===== src/rtl/game_sequencer.sv =====
// game_sequencer: game-level controller for the Frogger datapath.
// Sequences the core through IDLE/PLAY/DYING/CLEAR/OVER, owns score, lives,
// level and round timer, and selects the value shown on the hex displays.
// Optional feature macro: GAME_SEQ_HIGHSCORE_EN (high-score register and
// high-score display mode); without it high_score and hs_mode are tied to 0.
module game_sequencer #(
  parameter int unsigned LIVES          = 3,
  parameter int unsigned FRAMES_PER_SEC = 60,
  parameter int unsigned ROUND_SECONDS  = 30,
  parameter int unsigned DEATH_FRAMES   = 60,
  parameter int unsigned PTS_STEP       = 10,
  parameter int unsigned PTS_HOME       = 50
) (
  input  logic        Clk,
  input  logic        Reset_n,
  input  logic [7:0]  keycode,
  input  logic        frame_tick,
  input  logic        frog_hop,
  input  logic        frog_hit,
  input  logic        frog_home,
  output logic        core_reset,
  output logic        freeze,
  output logic [2:0]  state,
  output logic [1:0]  lives,
  output logic [3:0]  level,
  output logic [5:0]  timer,
  output logic [15:0] score,
  output logic [15:0] high_score,
  output logic [15:0] score_disp,
  output logic        hs_mode
);

  localparam logic [7:0]  KEY_SPACE = 8'h2C;
  localparam logic [7:0]  KEY_ESC   = 8'h29;
  localparam logic [7:0]  KEY_HS    = 8'h0B;
  localparam logic [16:0] SCORE_CAP = 17'd9999;

  // One frame counter serves both the seconds prescaler (PLAY) and the
  // death delay (DYING), so it is sized for the larger of the two.
  localparam int unsigned FCNT_MAX = (FRAMES_PER_SEC > DEATH_FRAMES) ? FRAMES_PER_SEC : DEATH_FRAMES;
  localparam int unsigned CW       = (FCNT_MAX < 2) ? 1 : $clog2(FCNT_MAX);

  typedef enum logic [2:0] {
    ST_IDLE  = 3'd0,
    ST_PLAY  = 3'd1,
    ST_DYING = 3'd2,
    ST_CLEAR = 3'd3,
    ST_OVER  = 3'd4
  } state_t;

  state_t        r_state;
  logic          r_core_reset;
  logic          r_freeze;
  logic [1:0]    r_lives;
  logic [3:0]    r_level;
  logic [5:0]    r_timer;
  logic [15:0]   r_score;
  logic [CW-1:0] r_fcnt;

  logic w_start;
  logic w_esc;
  logic w_sec_wrap;
  logic w_death_done;
  logic w_timeout;

  assign w_start      = (keycode == KEY_SPACE);
  assign w_esc        = (keycode == KEY_ESC);
  assign w_sec_wrap   = (r_fcnt == CW'(FRAMES_PER_SEC - 1));
  assign w_death_done = (r_fcnt == CW'(DEATH_FRAMES - 1));
  assign w_timeout    = (r_timer == '0);

  // 17-bit sum clamped to the four-digit display limit.
  function automatic logic [15:0] f_sat_add(input logic [15:0] a, input logic [16:0] b);
    logic [16:0] s;
    s = {1'b0, a} + b;
    if (s > SCORE_CAP) return SCORE_CAP[15:0];
    else               return s[15:0];
  endfunction

  // Game FSM with registered outputs; esc behaves like reset but keeps high score.
  always_ff @(posedge Clk) begin
    if (!Reset_n || w_esc) begin
      r_state      <= ST_IDLE;
      r_core_reset <= 1'b0;
      r_freeze     <= 1'b1;
      r_lives      <= 2'(LIVES);
      r_level      <= 4'd1;
      r_timer      <= 6'(ROUND_SECONDS);
      r_score      <= '0;
      r_fcnt       <= '0;
    end else begin
      r_core_reset <= 1'b0;
      case (r_state)
        ST_IDLE, ST_OVER: begin
          if (w_start) begin
            r_state      <= ST_PLAY;
            r_core_reset <= 1'b1;
            r_freeze     <= 1'b0;
            r_lives      <= 2'(LIVES);
            r_level      <= 4'd1;
            r_timer      <= 6'(ROUND_SECONDS);
            r_score      <= '0;
            r_fcnt       <= '0;
          end
        end
        ST_PLAY: begin
          // hit > home > timeout > hop; a timer already at 0 still lets home win
          // (with zero bonus), and any exit from PLAY suppresses the decrement.
          if (frog_hit || (!frog_home && w_timeout)) begin
            r_lives  <= r_lives - 2'd1;
            r_state  <= (r_lives == 2'd1) ? ST_OVER : ST_DYING;
            r_freeze <= 1'b1;
            r_fcnt   <= '0;
          end else if (frog_home) begin
            r_score  <= f_sat_add(r_score, 17'(PTS_HOME) + {11'd0, r_timer});
            r_state  <= ST_CLEAR;
            r_freeze <= 1'b1;
            r_fcnt   <= '0;
          end else begin
            if (frog_hop) begin
              r_score <= f_sat_add(r_score, 17'(PTS_STEP));
            end
            if (frame_tick) begin
              if (w_sec_wrap) begin
                r_fcnt  <= '0;
                r_timer <= r_timer - 6'd1;
              end else begin
                r_fcnt  <= r_fcnt + CW'(1);
              end
            end
          end
        end
        ST_DYING: begin
          if (frame_tick) begin
            if (w_death_done) begin
              r_state      <= ST_PLAY;
              r_core_reset <= 1'b1;
              r_freeze     <= 1'b0;
              r_timer      <= 6'(ROUND_SECONDS);
              r_fcnt       <= '0;
            end else begin
              r_fcnt <= r_fcnt + CW'(1);
            end
          end
        end
        ST_CLEAR: begin
          if (frame_tick) begin
            r_state      <= ST_PLAY;
            r_core_reset <= 1'b1;
            r_freeze     <= 1'b0;
            r_timer      <= 6'(ROUND_SECONDS);
            r_fcnt       <= '0;
            if (r_level != 4'd15) r_level <= r_level + 4'd1;
          end
        end
        default: begin
          r_state  <= ST_IDLE;
          r_freeze <= 1'b1;
        end
      endcase
    end
  end

  assign state      = r_state;
  assign core_reset = r_core_reset;
  assign freeze     = r_freeze;
  assign lives      = r_lives;
  assign level      = r_level;
  assign timer      = r_timer;
  assign score      = r_score;

`ifdef GAME_SEQ_HIGHSCORE_EN
  logic [15:0] r_high_score;
  logic        r_hs_mode;
  logic [15:0] r_score_disp;

  // High score tracks the best score; only a hard reset clears it.
  always_ff @(posedge Clk) begin
    if (!Reset_n) begin
      r_high_score <= '0;
    end else if (r_score > r_high_score) begin
      r_high_score <= r_score;
    end
  end

  // Display select: holding the H key shows the high score.
  always_ff @(posedge Clk) begin
    if (!Reset_n) begin
      r_hs_mode    <= 1'b0;
      r_score_disp <= '0;
    end else begin
      r_hs_mode    <= (keycode == KEY_HS);
      r_score_disp <= (keycode == KEY_HS) ? r_high_score : r_score;
    end
  end

  assign high_score = r_high_score;
  assign hs_mode    = r_hs_mode;
  assign score_disp = r_score_disp;
`else
  assign high_score = '0;
  assign hs_mode    = 1'b0;
  assign score_disp = r_score;
`endif

endmodule


===== config.mk =====
export PLATFORM = sky130hd
export DESIGN_NAME = game_sequencer
export DESIGN_NICKNAME = d
export VERILOG_FILES = /design/src/rtl/game_sequencer.sv
export SDC_FILE = /design/constraint.sdc
export NUM_CORES = 1
export LEC_CHECK = 0
export CAP_MARGIN = 20
export CORE_MARGIN = 5
export CORE_UTILIZATION = 40
export DETAILED_ROUTE_END_ITERATION = 8
export GPL_TIMING_DRIVEN = 0
export PLACE_DENSITY = 0.66
export SYNTH_ARGS = -nofsm -noshare
export SYNTH_HDL_FRONTEND = slang
export SYNTH_SLANG_ARGS = --single-unit

===== constraint.sdc =====
create_clock -name Clk -period 8.25 [get_ports Clk]
set_input_delay 0.825 -clock Clk [delete_from_list [all_inputs] [get_ports Clk]]
set_output_delay 0.825 -clock Clk [all_outputs]
set_load 0.005 [all_outputs]

# Yosys cells after proc, flatten, opt, wreduce, memory -nomap -nowiden
# Index checks and enable logic that the tools add are counted.
[word_totals]
ff_bits = 39
elab_cells = 105
input_bits = 14
[classes]
addsub = 7
muxes = 50
reduce_logical = 17
eq_ne = 21
n_lt_le_gt_ge = 2
[ops]
columns = ["operator", "count"]
rows = [
  ["$mux W16", 6],
  ["$mux W6", 14],
  ["$pmux W6 S4", 2],
  ["$gt A17 B14 Y1 const B", 2],
  ["$pmux W16 S2", 1],
  ["$mux W3", 7],
  ["$ne A2 B2 Y1 const B", 10],
  ["$add A16 B4 Y17 const B", 1],
  ["$add A16 B7 Y17", 1],
  ["$eq A8 B6 Y1 const B", 2],
  ["$mux W4", 3],
  ["$pmux W3 S4", 1],
  ["$mux W1", 10],
  ["$reduce_and A9 Y1", 1],
  ["$pmux W4 S2", 1],
  ["$reduce_and A4 Y1", 2],
  ["$add A6 B6 Y7 const A", 1],
  ["$add A6 B1 Y6 const B", 1],
  ["$eq A3 B2 Y1 const B", 2],
  ["$eq A6 B6 Y1 const B", 1],
  ["$logic_not A6 Y1", 1],
  ["$ne A3 B3 Y1 const B", 2],
  ["$reduce_and A3 Y1", 2],
  ["$sub A6 B1 Y6 const B", 1],
  ["18 further kinds", 22],
]

# Depth between registers and ports, before layout
# Gate-level depths: netlist of the first run.
[depth]
depth_word = 7
ltp_mapped = 15
mapped_depth_nobuf = 13

# Worst setup path after synthesis of the first run
# Ideal clock, no wire load.
[synth_timing]
path_type = "reg-to-reg"
startpoint = "register r_score[1], in the netlist score[1]"
endpoint = "register r_score[10], in the netlist score[10]"
path_buffers = 2
required_ps = 8134
arrival_time_ps = 3205
setup_slack_ps = 4929
stages_incl_launch_ff = 16
path_cell_list = "dfxtp_1 buf_2 inv_1 ha_1 inv_1 ha_1 fa_1 a21o_1 a221oi_4 or3_2 nand2_1 a22o_1 a41oi_2 buf_6 o21ai_2 a41o_1"
[synth_via]
elab_chain_cells = 7
word_cells_on_any_way = 10
cone_classes = "add/sub: 2; order compare: 2; mux: 6"
[synth_rtl]
columns = ["element", "line_no", "text"]
rows = [
  ["start: declaration", "57", "logic [15:0] r_score;"],
  ["start signal: assignment", "115", "r_score <= f_sat_add(r_score, 17'(PTS_HOME) + {11'd0, r_timer});"],
  ["start signal: assignment", "121", "r_score <= f_sat_add(r_score, 17'(PTS_STEP));"],
  ["$add A16 B4 Y17", "75", "s = {1'b0, a} + b;"],
  ["$gt A17 B14 Y1", "76", "if (s > SCORE_CAP) return SCORE_CAP[15:0];"],
  ["$mux W16", "76", ""],
  ["$mux W16", "120", "if (frog_hop) begin"],
  ["$mux W16 *", "114", "end else if (frog_home) begin"],
  ["$mux W16 *", "109", "if (frog_hit || (!frog_home && w_timeout)) begin"],
  ["$pmux W16 S2 *", "93", "case (r_state)"],
]
# Mark *: on every way between the ends. The rest lies on a longest branch, timed or not. The select of a mux whose other input is x is not followed.
# A chain may end at the register's enable or synchronous reset.

# Final worst setup path of the first run
# Same ends and word-level chain as after synthesis.

==> metrics, run 1 <==
run status=completed; Slew @ Worst Pin=704 ps; fin crit share=47.7%; num rows=33; CP Buf/Inv Count=4; Tmin final=3940 ps; relative slew slack=53.1%; post-DR vias/cell=5.49; Avg Cell Area, Syn=7.92 µm²; Clock Sinks=39; Die Span Y=102 µm; Pwr per Cell Area=90.7 nW/µm²; Final nets=550; R2R cell count=15; Distinct cells, synth=79; WL final=9830 µm; initial antenna violation count=0; sequential element share of the synthesized area=22.8%; Worst EP required=8460 ps; Reg clk slew, reported paths=90 ps; P_leak=1.74 nW; clock share of power=43.6%; cts bufs inserted=5; Crit. End Element=flip-flop; Largest delay share family, worst path=compound AO/OA/AOI/OAI gates; Avg WL per Cell=15.8 µm; startpoint types=flip-flop; grt ovf=0; final instance area=4350 µm²; layout cell share with drive strength beyond 1=16.2%; EDFF count, synth=0; Final ANT Viol Nets=0; DRT iter0 DRCs=169; Die Wd=102 µm; All-Layer GR Usage=18.8%; synthesis-to-layout area growth=27.1%; fraction of registers with async set/reset=0%; Seq cells post-synth=39; Clock Latency Late Sink=300 ps; final setup fails=0; CTS tree=yes; Max IR drop VDD=54.0 µV; post-CTS sizing=0; Setup CP Type=flip-flop to flip-flop; Top-Level Pins=80; critical path fanouts, max=10; PortBufs=62; synthesized cell area=3420 µm²; Final Max Slew Viols=0; Setup TNS=0 ps; root buf cell=clkbuf_8; HPWL Detailed=7530 µm; fmax=0.254 GHz; Worst path depth=15; Antenna Cells=0; Final Skew=6.66 ps; global-route wire length before repair=15900 µm; unrepaired setup endpoints after global routing=false; Filler cells=830; WP data arrival=4150 ps; post-CTS setup buffers=0; Reg power frac=47.8%; largest net degree at the start of global routing=15; drt pass-1 iters=5; CP max stage delay=500 ps; Hold/Removal Path Class=flip-flop to flip-flop; switching fraction of total power=24.8%; placement-stage cell area=4230 µm²; MaxCap Viol Count=0; Power Total=0.394 mW; drt drc=0; r2r setup slk=4310 ps; Logic pwr share=8.5%; ys flop type=dfxtp_1; Final Hold Viols=0; hold path depth=1; most common cell after layout, fill and taps aside=clkdlybuf4s50_1; crit-path cells=buf_2 -> inv_1 -> ha_1 -> inv_1 -> ha_1 -> fa_1 -> a21o_1 -> a221oi_4 -> nor4_1 -> nor3_1 -> nand4_1 -> a41oi_2 -> buf_6 -> o21ai_2 -> a41o_1; Starting Density=41.4%; commonest cells after routing, fill and taps aside=clkdlybuf4s50_1 (62), nor2_1 (41), dfxtp_1 (39); core area=8260 µm²; # H-tree levels=2; die area=10500 µm²; Max clock buf depth=2; Mapped Cells=432; Switch Pwr=0.0978 mW; vias in the first global route=3202; Internal Power=0.297 mW; CP max-delay cell=a221oi_4; YS warnings=0; Hold-fix buffers, CTS=0; vias after detailed routing=3420; Placer Congestion=0.895
cells by family after synthesis:
family                     count (synthesis)  synth area share (%)
AOI/OAI and AO/OA                        110                  24.5
and+or+nand+nor                          157                  24.0
xor gates and xnor gates                  24                  6.14
adders and majority gates                 19                  7.17
buffers and inverters                     77                  13.7
muxes                                      5                  1.57
other                                      1                 0.110
DFF                                       39                  22.8
sequential cells by signal (all words and copies together), names as in the netlist:
name and flops:
timer 6, state 3, level 4, freeze 1
lives 2, core_reset 1, score 16, r_fcnt 6
per-stage QoR:
| stage | hold slack, ps | std cells | util, % | setup slack, ps |
|---|---|---|---|---|
| 2_1_floorplan | 441 | 448 | - | 4930 |
| 3_3_place_gp | 468 | 615 | 51.3 | 4410 |
| 3_5_place_dp | 466 | 615 | 51.3 | 4370 |
| 4_1_cts | 486 | 623 | 52.7 | 4320 |
| 5_1_grt | 524 | 623 | 52.7 | 4120 |
| 6_report | 492 | 623 | 52.7 | 4310 |
per-layer routing:
layer / track usage (%) / part of all wire, % / vias to the layer above
met1: 25.2 / 45 / 1595
met4: 4.44 / 1.0 / 0
met5: 0 / 0 / -
met2: 31.7 / 48 / 124
met3: 3.07 / 5.9 / 11
li1: - / - / 1690
power groups by stage:
stage / combinational [mW] / sequential [mW] / clock (mW)
after floorplan: 0.0196 / 0.193 / 0
after global placement: 0.0326 / 0.193 / 0
after detailed placement: 0.0327 / 0.193 / 0
after CTS: 0.0328 / 0.189 / 0.175
after global routing: 0.0361 / 0.189 / 0.182
final: 0.0336 / 0.189 / 0.172
area by class of cell:
class	instances	area [µm²]	share of cell area [%]
Timing Repair Buffer	62	621	14.3
Buffer	56	389	8.95
Clock inverter	3	47.5	1.09
Sequential cell	39	781	18.0
Inverter	21	78.8	1.81
Clock buffer	5	68.8	1.58
Multi-Input combinational cell	332	2230	51.3
Tap cell	105	131	3.02
path summary, 6_finish.rpt:
kind / startpoint / endpoint
setup / recovery: score[1] / score[10]
hold / removal: r_fcnt[5] / r_fcnt[5]
setup reg to reg: score[1] / score[10]
hold reg to reg: r_fcnt[5] / r_fcnt[5]
synth_stat cells, types with 5 or more instances:
cell / count / area [µm²]
buf_6: 5 / 56.3
buf_2: 8 / 40.0
nand4_1: 6 / 37.5
nor4_1: 7 / 43.8
and3_1: 6 / 37.5
xor2_1: 5 / 43.8
a21oi_1: 22 / 110
ha_1: 18 / 225
nand2b_1: 9 / 56.3
dfxtp_1: 39 / 781
buf_4: 35 / 263
nand3_1: 11 / 55.1
nor2_1: 41 / 154
xnor2_1: 19 / 166
o21ai_0: 17 / 85.1
nand2_1: 35 / 131
inv_1: 21 / 78.8
o21a_1: 5 / 37.5
o211ai_1: 5 / 37.5
clkbuf_1: 7 / 26.3
nor3_1: 14 / 70.1
(Power assumes the default switching activity.)
==> run 2: changes to the inputs <==
Clock period 8.25 ns to 3.74 ns, I/O delays scaled along.
==> run 2 against run 1 <==
  * Maximum frequency rose by 11%
  * Global-route usage barely moved
  * Count of clock-buffer cells in the layout did not move
  * Clock power rose by 120%
  * Total power rose by 120%
  * Register-to-register slack got worse by 4100 ps
  * Sequential power rose by 120%
  * First-iteration DRC count rose by 25%
  * Sequential cell count did not move
  * Critical endpoint unchanged
  * Largest power group unchanged
  * Highest routed layer unchanged
==> metrics, run 2 (same netlist as run 1, synthesis figures left out) <==
layout cell share with drive strength beyond 1=17.7%; Hold/Removal Path Class=flip-flop to flip-flop; drt drc=0; commonest cells after routing, fill and taps aside=clkdlybuf4s50_1 (62), nor2_1 (40), buf_4 (40); Reg clk slew, reported paths=90 ps; post-DR vias/cell=5.46; # H-tree levels=2; fin crit share=94.6%; initial antenna violation count=0; non-filler instance count after layout=629; Die Wd=102 µm; Cells after DPL=615; WL final=9920 µm; Worst EP required=3950 ps; P_leak=1.77 nW; most common cell after layout, fill and taps aside=clkdlybuf4s50_1; Clock Latency Late Sink=310 ps; synthesis-to-layout area growth=29.2%; Final Skew=8.02 ps; Final Max Slew Viols=0; global-route wire length before repair=15900 µm; drt pass-1 iters=5; Max clock buf depth=2; PortBufs=62; core area=8260 µm²; Setup CP Type=flip-flop to flip-flop; largest net degree at the start of global routing=15; Pwr per Cell Area=198 nW/µm²; final core utilization=53.5%; num rows=33; Placer Congestion=0.895; critical path fanouts, max=9; grt ovf=0; CTS tree=yes; multi-input logic area=2240 µm²; unrepaired setup endpoints after global routing=false; Final nets=556; relative slew slack=51.8%; root buf cell=clkbuf_8; cts bufs inserted=5; Avg WL per Cell=15.8 µm; Largest register FFs=16; Top-Level Pins=80; MaxCap Viol Count=0; WP data arrival=3750 ps; Storage cell area=782 µm²; All-Layer GR Usage=18.9%; Max IR drop VDD=119 µV; Slew @ Worst Pin=722 ps; run status=completed; final setup fails=0; die area=10500 µm²; Antenna Cells=0; Starting Density=41.4%; vias in the first global route=3205; HPWL Detailed=7530 µm; Min Hold Slack=493 ps; Filler cells=826; placement-stage cell area=4230 µm²; Tmin final=3540 ps; vias after detailed routing=3433; Setup TNS=0 ps; Clock Sinks=39; final instance area=4420 µm²; Final Hold Viols=0; fmax=0.283 GHz; Die Span Y=102 µm; Crit. End Element=flip-flop; startpoint types=flip-flop; DRT iter0 DRCs=212; Final ANT Viol Nets=0
## run 2: through the flow
step | power, mW | setup WS (ps)
finish | 0.876 | 203
global route | 0.901 | 41.9
CTS | 0.876 | 49.6
detailed placement | 0.498 | -145
global placement | 0.498 | -96.4
floorplan | 0.469 | 419
## run 2: path summary, 6_finish.rpt
path | cells past startpoint | slack (ps) | end | from
hold reg to reg | 1 | 490 | r_fcnt[5] | r_fcnt[5]
setup reg to reg | 16 | 200 | score[10] | score[1]
setup / recovery | 16 | 200 | score[10] | score[1]
hold / removal | 1 | 490 | r_fcnt[5] | r_fcnt[5]
## run 2: power breakdown
part	leakage (nW)	switching, mW	internal, mW
combinational	1.40	0.0392	0.0388
clock	0.0587	0.180	0.203
sequential	0.315	0.000663	0.415
## run 2: repair_timing
action / in CTS / in global routing
gates cloned: 0 / 1
setup endpoints to repair: 10 / 11
pin swaps: 1 / 2
hold buffers: 0 / 0
gates resized for setup: 1 / 4
setup buffers: 2 / 3
## run 2: metal layers
| metal | global-route usage, % | vias to the layer above | wire [µm] |
|---|---|---|---|
| met5 | 0 | - | 0 |
| met4 | 4.24 | 0 | 127 |
| met3 | 3.00 | 13 | 707 |
| met2 | 31.8 | 119 | 4700 |
| met1 | 25.3 | 1609 | 4390 |
| li1 | - | 1692 | - |
## run 2: area by class of cell
type / instances / area share [%]
plain buffers: 56 / 8.86
clock buffers: 5 / 1.56
clock inverters: 3 / 1.08
inverters: 21 / 1.78
multi-input cells: 332 / 50.8
flip-flops and latches: 39 / 17.7
well taps: 105 / 2.97
repair buffers: 68 / 15.3
## run 2: critical path, cell delays in order (launching register included)
cell and delay, ps:
dfxtp_2 370, buf_4 170, inv_1 80, ha_1 270, inv_1 40, ha_1 230, fa_2 380, a21o_1 230
a221oi_4 300, buf_12 170, nor4_1 50, nor3_1 190, nand4_1 180, a41oi_2 310, buf_6 180, o21ai_2 50
a41o_1 220
==> run 3: changes to the inputs <==
Settings changed: CORE_UTILIZATION 40 to 51, PLACE_DENSITY 0.66 to 0.81.
==> run 3 against run 2 <==
  * Wire length up 0.29%
  * Utilization up 15 points
  * Total power down 0.98%
  * Highest routed layer unchanged
  * Count of clock-buffer cells in the layout unchanged
  * Global-route usage up 3.8 points
  * Sequential power about the same
==> metrics, run 3 (same netlist as run 1, synthesis figures left out) <==
run status=completed; HPWL Detailed=7500 µm; Crit. End Element=flip-flop; Cells after DPL=587; Max IR drop VDD=177 µV; Top-Level Pins=80; startpoint types=flip-flop; vias after detailed routing=3526; Die Wd=91.9 µm; final instance area=4370 µm²; MaxCap Viol Count=0; placement-stage cell area=4200 µm²; Antenna Cells=0; Setup TNS=0 ps; Clock Latency Late Sink=300 ps; Starting Density=53.3%; largest net degree at the start of global routing=15; global-route wire length before repair=15800 µm; Pwr per Cell Area=198 nW/µm²; Reg clk slew, reported paths=90 ps; drt pass-1 iters=5; Max clock buf depth=2; Final nets=555; critical path fanouts, max=9; P_leak=1.76 nW; Worst EP required=3940 ps; CTS tree=yes; Avg WL per Cell=16.6 µm; Hold-fix buffers, CTS=0; Final Hold Viols=0; WP data arrival=3800 ps; Final ANT Viol Nets=0; All-Layer GR Usage=22.7%; synthesis-to-layout area growth=27.8%; most common cell after layout, fill and taps aside=clkdlybuf4s50_1; layout cell share with drive strength beyond 1=17.6%; Die Span Y=91.9 µm; PortBufs=62; Tmin final=3600 ps; commonest cells after routing, fill and taps aside=clkdlybuf4s50_1 (62), nor2_1 (40), buf_4 (40); fin crit share=96.2%; vias in the first global route=3330; Setup CP Type=flip-flop to flip-flop; Min Hold Slack=507 ps; non-filler instance count after layout=600; die area=8450 µm²; final setup fails=0; Final Skew=6.35 ps; num rows=29; fmax=0.278 GHz; core area=6420 µm²; Hold/Removal Path Class=flip-flop to flip-flop; root buf cell=clkbuf_8; Largest register FFs=16; drt drc=0; Slew @ Worst Pin=661 ps; grt ovf=0; WL final=9950 µm; Placer Congestion=0.971; cts bufs inserted=5; Final Max Slew Viols=0; Clock Sinks=39; unrepaired setup endpoints after global routing=false; relative slew slack=55.9%; post-DR vias/cell=5.88; DRT iter0 DRCs=235; # H-tree levels=2; initial antenna violation count=0
-- run 3: changes by cell type in the layout (fill, tap and decap cells not counted) --
| cell | delta |
|---|---|
| nor2_2 | +1 |
| buf_2 | -1 |
| o21ai_1 | +1 |
| o21ai_0 | -1 |
| nor2_4 | -1 |
-- run 3: worst max-delay path, cell delays in order, from the launching register on --
cell	delay, ps
dfxtp_2	360
buf_4	160
inv_1	70
ha_1	280
inv_1	40
ha_1	230
fa_2	370
a21o_1	230
a221oi_4	310
buf_12	160
nor4_1	50
nor3_1	190
nand4_1	220
a41oi_2	340
buf_6	180
o21ai_2	50
a41o_1	240
-- run 3: where the power goes --
part           switching, mW  total, mW  internal, mW
registers           0.000625      0.416         0.415
logic                 0.0382     0.0759        0.0377
clock network          0.173      0.376         0.202
-- run 3: path summary, 6_finish.rpt --
path | startpoint | end | slack (ps) | cells past startpoint
min | r_fcnt[5] | r_fcnt[5] | 510 | 1
max reg2reg | score[1] | score[10] | 140 | 16
min reg2reg | r_fcnt[5] | r_fcnt[5] | 510 | 1
max | score[1] | score[10] | 140 | 16
-- run 3: stage by stage --
step	setup WS [ps]	utilization, %	total power [mW]
6_report	140	68.1	0.868
5_1_grt	34.9	68.1	0.897
4_1_cts	17.1	67.5	0.869
3_5_place_dp	-28.5	65.4	0.497
3_3_place_gp	29.2	65.4	0.496
2_1_floorplan	419	-	0.469
-- run 3: final cells by class --
type | instances | area (µm²)
plain buffers | 56 | 392
clock buffers | 5 | 68.8
clock inverters | 3 | 47.5
fillers | 564 | 2050
inverters | 21 | 78.8
multi-input cells | 332 | 2240
flip-flops and latches | 39 | 782
well taps | 77 | 96.3
repair buffers | 67 | 671
-- run 3: layer usage --
layer / track usage, % / vias up / wire (µm)
li1: - / 1694 / -
met3: 2.95 / 26 / 598
met5: 0 / - / 0
met4: 8.79 / 0 / 242
met1: 28.4 / 1660 / 4250
met2: 39.5 / 146 / 4860
-- run 3: repair_timing --
item,in CTS,in global routing
gates resized for setup,0,8
pin swaps,1,3
endpoints found under the setup margin,3,10
buffers inserted,1,3
cloned,0,1
